===== config.mk =====
export PLATFORM = sky130hd
export DESIGN_NAME = md5_serial_sub
export DESIGN_NICKNAME = d
export VERILOG_FILES = /design/src/rtl/md5_serial_sub.sv
export SDC_FILE = /design/constraint.sdc
export NUM_CORES = 1
export LEC_CHECK = 0
export BUFFER_PORTS_ARGS = -buffer_cell sky130_fd_sc_hd__buf_2
export CAP_MARGIN = 5
export CORE_UTILIZATION = 50
export DETAILED_ROUTE_END_ITERATION = 8
export HOLD_SLACK_MARGIN = 0.03
export PLACE_DENSITY = 0.73
export SLEW_MARGIN = 15
export SYNTH_ARGS = -nofsm -noshare
export SYNTH_HDL_FRONTEND = slang
export SYNTH_SLANG_ARGS = --single-unit

===== constraint.sdc =====
create_clock -name clk -period 1.74 [get_ports clk]
set_input_delay 0.261 -clock clk [delete_from_list [all_inputs] [get_ports clk]]
set_output_delay 0.261 -clock clk [all_outputs]
set_load 0.005 [all_outputs]

===== src/rtl/md5_serial_sub.sv =====
// md5_serial_sub: digit-serial (a - b) mod 2^WIDTH, LSB-first borrow chain with start/done handshake
module md5_serial_sub #(
  parameter int WIDTH = 32,
  parameter int DIGIT = 1
) (
  input  logic             clk,
  input  logic             rst_n,
  input  logic             start,
  input  logic [WIDTH-1:0] a,
  input  logic [WIDTH-1:0] b,
  output logic             ready,
  output logic             busy,
  output logic             done,
  output logic [WIDTH-1:0] diff,
  output logic             borrow_out
);
  localparam int N  = WIDTH / DIGIT;
  localparam int CW = N > 1 ? $clog2(N) : 1;
  localparam logic [1:0] IDLE = 2'd0, RUN = 2'd1, DN = 2'd2;
  logic [1:0]             state;
  logic [WIDTH-1:0]       ra, rb, rd;
  logic [DIGIT-1:0]       dig;
  logic [CW-1:0]          cnt;
  logic [WIDTH+DIGIT-1:0] cat;
  logic                   brw, bin, bout;
  assign ready = state != RUN;
  assign busy  = state == RUN;
  assign done  = state == DN;
  // DIGIT chained full-subtractor cells on the low operand bits
  always_comb begin
    bin = brw;
    dig = '0;
    for (int i = 0; i < DIGIT; i++) begin
      dig[i] = ra[i] ^ rb[i] ^ bin;
      bin    = (~ra[i] & rb[i]) | (~(ra[i] ^ rb[i]) & bin);
    end
    bout = bin;
  end
  // new digit enters at the top so the result ends up LSB-aligned after N steps
  assign cat = {dig, rd};
  always_ff @(posedge clk) begin
    if (!rst_n) begin
      state      <= IDLE;
      ra         <= '0;
      rb         <= '0;
      rd         <= '0;
      brw        <= 1'b0;
      cnt        <= '0;
      diff       <= '0;
      borrow_out <= 1'b0;
    end else if (busy) begin
      ra  <= ra >> DIGIT;
      rb  <= rb >> DIGIT;
      rd  <= cat[WIDTH+DIGIT-1:DIGIT];
      brw <= bout;
      cnt <= cnt + CW'(1);
      if (cnt == CW'(N - 1)) begin
        diff       <= cat[WIDTH+DIGIT-1:DIGIT];
        borrow_out <= bout;
        state      <= DN;
      end
    end else if (start) begin
      ra    <= a;
      rb    <= b;
      brw   <= 1'b0;
      cnt   <= '0;
      state <= RUN;
    end else begin
      state <= IDLE;
    end
  end
endmodule


==> results of run 1 <==
power by group:
group	internal [mW]	leakage (nW)	switching [mW]
Clock	2.06	0.262	1.28
Sequential	3.25	1.11	0.0742
Combinational	0.260	1.42	0.313
Total	5.57	2.79	1.66
cells in the mapped netlist, drive strengths merged (2+ instances only):
cell type / n
a211oi: 62
a21oi: 35
a22o: 33
and3: 3
buf: 36
clkbuf: 11
dfxtp: 136
ha: 2
inv: 5
mux2i: 63
nand2: 66
nand3b: 2
nor2: 65
nor3: 2
nor3b: 2
o21a: 3
critical path, stage by stage, from the launching register on:
cell and delay (ps):
dfxtp_1 300, nand2b_4 170, inv_4 230, buf_2 170
flip-flops by register name (all words and copies together) (netlist names):
name,count
diff,32
ra,32
rb,32
state,2
brw,1
borrow_out,1
cnt,5
rd,31
cells by family (layout without fill, tap and decap cells):
logic type                 Yosys count  in the layout  synth area share (%)
and+or+nand+nor                    143            143                  10.9
AOI/OAI and AO/OA                  136            136                  18.9
DFF                                136            136                  51.9
muxes                               64             64                  12.2
buffers and inverters               52            150                  5.20
adders and majority gates            3              3                 0.859
what timing repair did:
item / CTS / global route
endpoints found under the hold margin: 2 / 0
buffers inserted: 0 / 0
hold buffers: 2 / 0
gates resized for setup: 2 / 1
pin swaps: 0 / 0
setup endpoints to repair: 1 / 1
final timing paths:
kind | endpoint | slack, ps | from | cells after the start
worst max-delay path | busy | 100 | state[1] | 3
worst min-delay path | cnt[3] | 60 | rst_n | 2
worst max register to register | diff[30] | 110 | cnt[0] | 5
worst min register to register | rd[1] | 460 | rd[1] | 2
area by class of cell:
class | instances | area (sq um) | share of cell area, %
Sequential cell | 136 | 2720 | 42.5
Multi-Input combinational cell | 346 | 2260 | 35.2
Timing Repair Buffer | 115 | 678 | 10.6
Clock buffer | 19 | 432 | 6.74
Tap cell | 136 | 170 | 2.66
Clock inverter | 11 | 126 | 1.97
Inverter | 5 | 21.3 | 0.332
per-stage QoR:
step	utilization, %	setup WS (ps)
after detailed placement	56.9	106
after global routing	62.6	5.72
after global placement	56.9	199
final	62.6	95.4
after CTS	62.6	17.7
after floorplan	-	140
per-layer routing:
metal  up-vias  global-route usage [%]  part of all wire, %
li1       2075                       -                    -
met1      1870                    24.1                   45
met2       100                    33.3                   48
met3         7                    6.52                  5.9
met4         0                    6.63                 0.94
met5         -                       0                    0
==> results.py, run 1 <==
metrics = {
    "flow_run": {
        "maxCapViolations": 0,
    },
    "sta": {
        "setup_violations": 0,
        "slew-limit-headroom_pct": 64.7,
        "hold_ws_ps": 64.0,
        "finalWorstPathRequiredPeriod_ps": 1640,
        "finalSetupTns_ps": 0,
        "tightest_slew_ps": 530,
        "rsz0062_at_grt": "false",
        "finalClockSkew_ps": 8.05,
        "hold_violations": 0,
        "max_freq_ghz": 0.608,
        "slew_viol_final": 0,
        "fin_crit_sh_pct": 94.5,
    },
    "pwr": {
        "finalPower_mw": 7.23,
        "p_per_area_nw_per_um2": 1130,
        "p_leak_nw": 2.79,
        "ir_drop_v": 0.000669,
    },
    "global_route": {
        "antenna_found_initial": 0,
        "grt_pass1_vias": 3908,
        "grt_max_degree": 115,
        "gr-total-overflow": 0,
        "grt_use_total_pct": 19.9,
        "grt_pass1_wl_um": 17700,
    },
    "layout": {
        "drive_gt1_share_pct": 23.4,
        "final_cell_mix": "dfxtp_1, buf_2, nand2_1",
        "layout.cells.non_filler": 768,
        "final_common_cell": "dfxtp_1",
        "diodes": 0,
        "nFillCells": 828,
        "syn_to_final_growth_pct": 22.2,
        "final_area_sq_um": 6410,
        "nets": 691,
    },
    "clock_tree": {
        "clkLatencyLatePin_ps": 500,
        "cts.sinks": 136,
        "cts_root_buf": "clkbuf_8",
        "tritoncts": "yes",
        "cts_buffers": 17,
        "cts.path.max_buffers": 2,
        "path_clk_slew_ps": 50,
        "htree_levels": 4,
    },
    "setup_path": {
        "crit_type": "reg -> out",
        "crit_arrival_ps": 1380,
        "cp.required_ps": 1480,
        "worst_setup_path_end_kind": "output port",
        "path_max_fanout": 25,
        "start_kind": "register",
    },
    "floorplanning": {
        "core-area_sq_um": 10200,
        "rows": 37,
        "ios": 103,
        "die_w_um": 104,
        "initial_core_util_pct": 51.3,
        "die_area_sq_um": 10900,
        "die_h_um": 104,
    },
    "yosys": {
        "ys_types": 31,
        "yosys-top-cells-area": "dfxtp_1, mux2i_1, a211oi_1",
        "ys_seq_area_share_pct": 51.9,
        "synth.yosys.warnings": 0,
        "ys.flop_type": "dfxtp_1",
        "avgSynthCellArea_sq_um": 9.82,
        "ys_async_sr_fraction_pct": 0,
        "netlist_area_sq_um": 5250,
        "ys_ff_latch": 136,
        "syn_inst": 534,
        "post-synth-top-area-fraction_pct": 51.9,
        "synth_top_area_cell": "dfxtp_1",
        "synth-edff-count": 0,
        "synth_nets": 604,
    },
    "place": {
        "numPortBuffers": 102,
        "placed_cells": 736,
        "hpwl_um": 6680,
        "place_congestion": 0.734,
        "dpl_cell_area_sq_um": 5820,
    },
    "drt": {
        "routed_via_density": 5.28,
        "antenna_left": 0,
        "dr.pass1.iters": 4,
        "num_vias": 4052,
        "drtIter0Drc": 152,
        "routed_wl_um": 10300,
        "wl_per_cell_um": 13.4,
        "drc": 0,
    },
    "hold_path": {
        "hold_path.class": "in -> reg",
    },
    "status": {
        "outcome": "finished clean",
    },
}
Power figures use the tool's default switching activity.
==> inputs of run 2 (changes only) <==
- ABC_AREA: not set -> 1
- PLACE_DENSITY: 0.73 -> 0.72
==> run 2 against run 1 <==
Compared with the run above:
- power rose by 4.8%
- clock power grew 5%
- highest routed layer unchanged
- worst setup slack better by 48 ps
==> results.py, run 2 <==
metrics = {
    "status": {
        "outcome": "finished clean",
    },
    "floorplanning": {
        "ios": 103,
        "die_w_um": 113,
        "rows": 40,
        "die_area_sq_um": 12700,
        "die_h_um": 113,
        "initial_core_util_pct": 51.2,
        "core-area_sq_um": 12000,
    },
    "layout": {
        "syn_to_final_growth_pct": 20.3,
        "final_util_pct": 61.6,
        "nets": 1143,
        "final_cell_mix": "nand2_1, nor2_1, dfxtp_1",
        "final_area_sq_um": 7370,
        "layout.cells.non_filler": 1230,
        "final_common_cell": "nand2_1",
        "drive_gt1_share_pct": 14.5,
        "diodes": 0,
        "largestRegisters": "diff (32), ra (32), rb (32)",
        "nFillCells": 1133,
    },
    "sta": {
        "hold_violations": 0,
        "finalClockSkew_ps": 7.14,
        "setup_violations": 0,
        "rsz0062_at_grt": "false",
        "hold_ws_ps": 121,
        "fin_crit_sh_pct": 91.8,
        "tightest_slew_ps": 451,
        "finalSetupTns_ps": 0,
        "finalWorstPathRequiredPeriod_ps": 1600,
        "max_freq_ghz": 0.626,
        "slew_viol_final": 0,
        "slew-limit-headroom_pct": 69.9,
    },
    "setup_path": {
        "crit_type": "reg -> out",
        "worst_setup_path_end_kind": "output port",
        "path_max_fanout": 6,
        "start_kind": "register",
        "cp.required_ps": 1480,
        "r2r_setup_slack_ps": 270,
        "crit_arrival_ps": 1340,
    },
    "clock_tree": {
        "cts_root_buf": "clkbuf_16",
        "htree_levels": 4,
        "path_clk_slew_ps": 50,
        "cts_hold_buf": 0,
        "postCtsResizedCells": 0,
        "cts.sinks": 136,
        "cts_buffers": 17,
        "clkLatencyLatePin_ps": 410,
        "tritoncts": "yes",
        "post_cts_buffers": 0,
        "cts.path.max_buffers": 2,
    },
    "yosys": {
        "synth_common_cells": "nand2_1, nor2_1, dfxtp_1, inv_1, nand3_1",
        "synth_nets": 1058,
        "syn_inst": 988,
        "yosys-top-cells-area": "dfxtp_1, nand2_1, nor2_1",
        "synth.yosys.warnings": 0,
        "synth-edff-count": 0,
        "avgSynthCellArea_sq_um": 6.20,
        "yosysMostFrequentCell": "nand2_1",
        "ys_types": 17,
        "synth_top_area_cell": "dfxtp_1",
        "ys.flop_type": "dfxtp_1",
        "ys_async_sr_fraction_pct": 0,
        "ys_ff_latch": 136,
        "ys_seq_area_share_pct": 44.5,
        "netlist_area_sq_um": 6120,
        "post-synth-top-area-fraction_pct": 44.5,
    },
    "place": {
        "place_congestion": 0.759,
        "numPortBuffers": 102,
        "placed_cells": 1201,
        "hpwl_um": 8000,
        "dpl_cell_area_sq_um": 6790,
    },
    "drt": {
        "num_vias": 5615,
        "wl_per_cell_um": 10.4,
        "dr.pass1.iters": 4,
        "routed_wl_um": 12700,
        "routed_via_density": 4.57,
        "drtIter0Drc": 353,
        "antenna_left": 0,
        "drc": 0,
    },
    "global_route": {
        "grt_pass1_wl_um": 22100,
        "grt_pass1_vias": 4992,
        "grt_max_degree": 49,
        "antenna_found_initial": 0,
        "gr-total-overflow": 0,
        "grt_use_total_pct": 21.7,
    },
    "pwr": {
        "p_leak_nw": 4.00,
        "ir_drop_v": 0.000623,
        "p_per_area_nw_per_um2": 1030,
    },
    "hold_path": {
        "hold_path.class": "in -> reg",
    },
    "flow_run": {
        "maxCapViolations": 0,
    },
}
==> run 2: layout make-up <==
class,count,area [sq um],area share (%)
well taps,147,184,2.50
multi-input cells,665,2660,36.2
flip-flops and latches,136,2720,37.0
repair buffers,121,728,9.88
inverters,132,495,6.73
clock inverters,10,130,1.77
clock buffers,19,443,6.01
==> run 2: critical path, cell delays in order, from the launching register on <==
cell	delay [ps]
dfxtp_1	400
inv_2	60
nor2_4	170
buf_4	180
buf_2	110
==> run 2: routing by layer <==
metal / up-vias / track usage (%) / routed length, um
met5: - / 0 / 0
li1: 3059 / - / -
met2: 88 / 36.1 / 5960
met4: 0 / 8.53 / 111
met1: 2460 / 27.2 / 6220
met3: 8 / 5.13 / 457
==> run 2: logic make-up (layout without fill, tap and decap cells) <==
kind of cell	count (synthesis)	in the layout	share of synthesized area, %
flip-flops	136	136	44.5
AO/OA/AOI/OAI	41	41	3.43
AND/OR/NAND/NOR	621	621	39.2
buffers and inverters	187	282	12.1
adder cells (fa/ha/maj)	3	3	0.736
==> run 2: power breakdown <==
group	internal (mW)	switching (mW)	total, mW
sequential	3.27	0.0850	3.35
clock	2.25	1.25	3.50
combinational	0.288	0.445	0.733
==> run 2: path summary, 6_finish.rpt <==
path	from	endpoint	cells after the start
hold reg to reg	rd[1]	diff[0]	2
setup reg to reg	cnt[0]	diff[21]	9
setup / recovery	state[0]	busy	4
hold / removal	b[31]	rb[31]	3
==> run 2: metrics by stage <==
| stage | power, mW | setup WS, ps |
|---|---|---|
| 2_1_floorplan | 3.92 | 317 |
| 3_3_place_gp | 4.14 | 343 |
| 3_5_place_dp | 4.15 | 297 |
| 4_1_cts | 7.67 | 112 |
| 5_1_grt | 7.94 | 67.1 |
| 6_report | 7.58 | 143 |
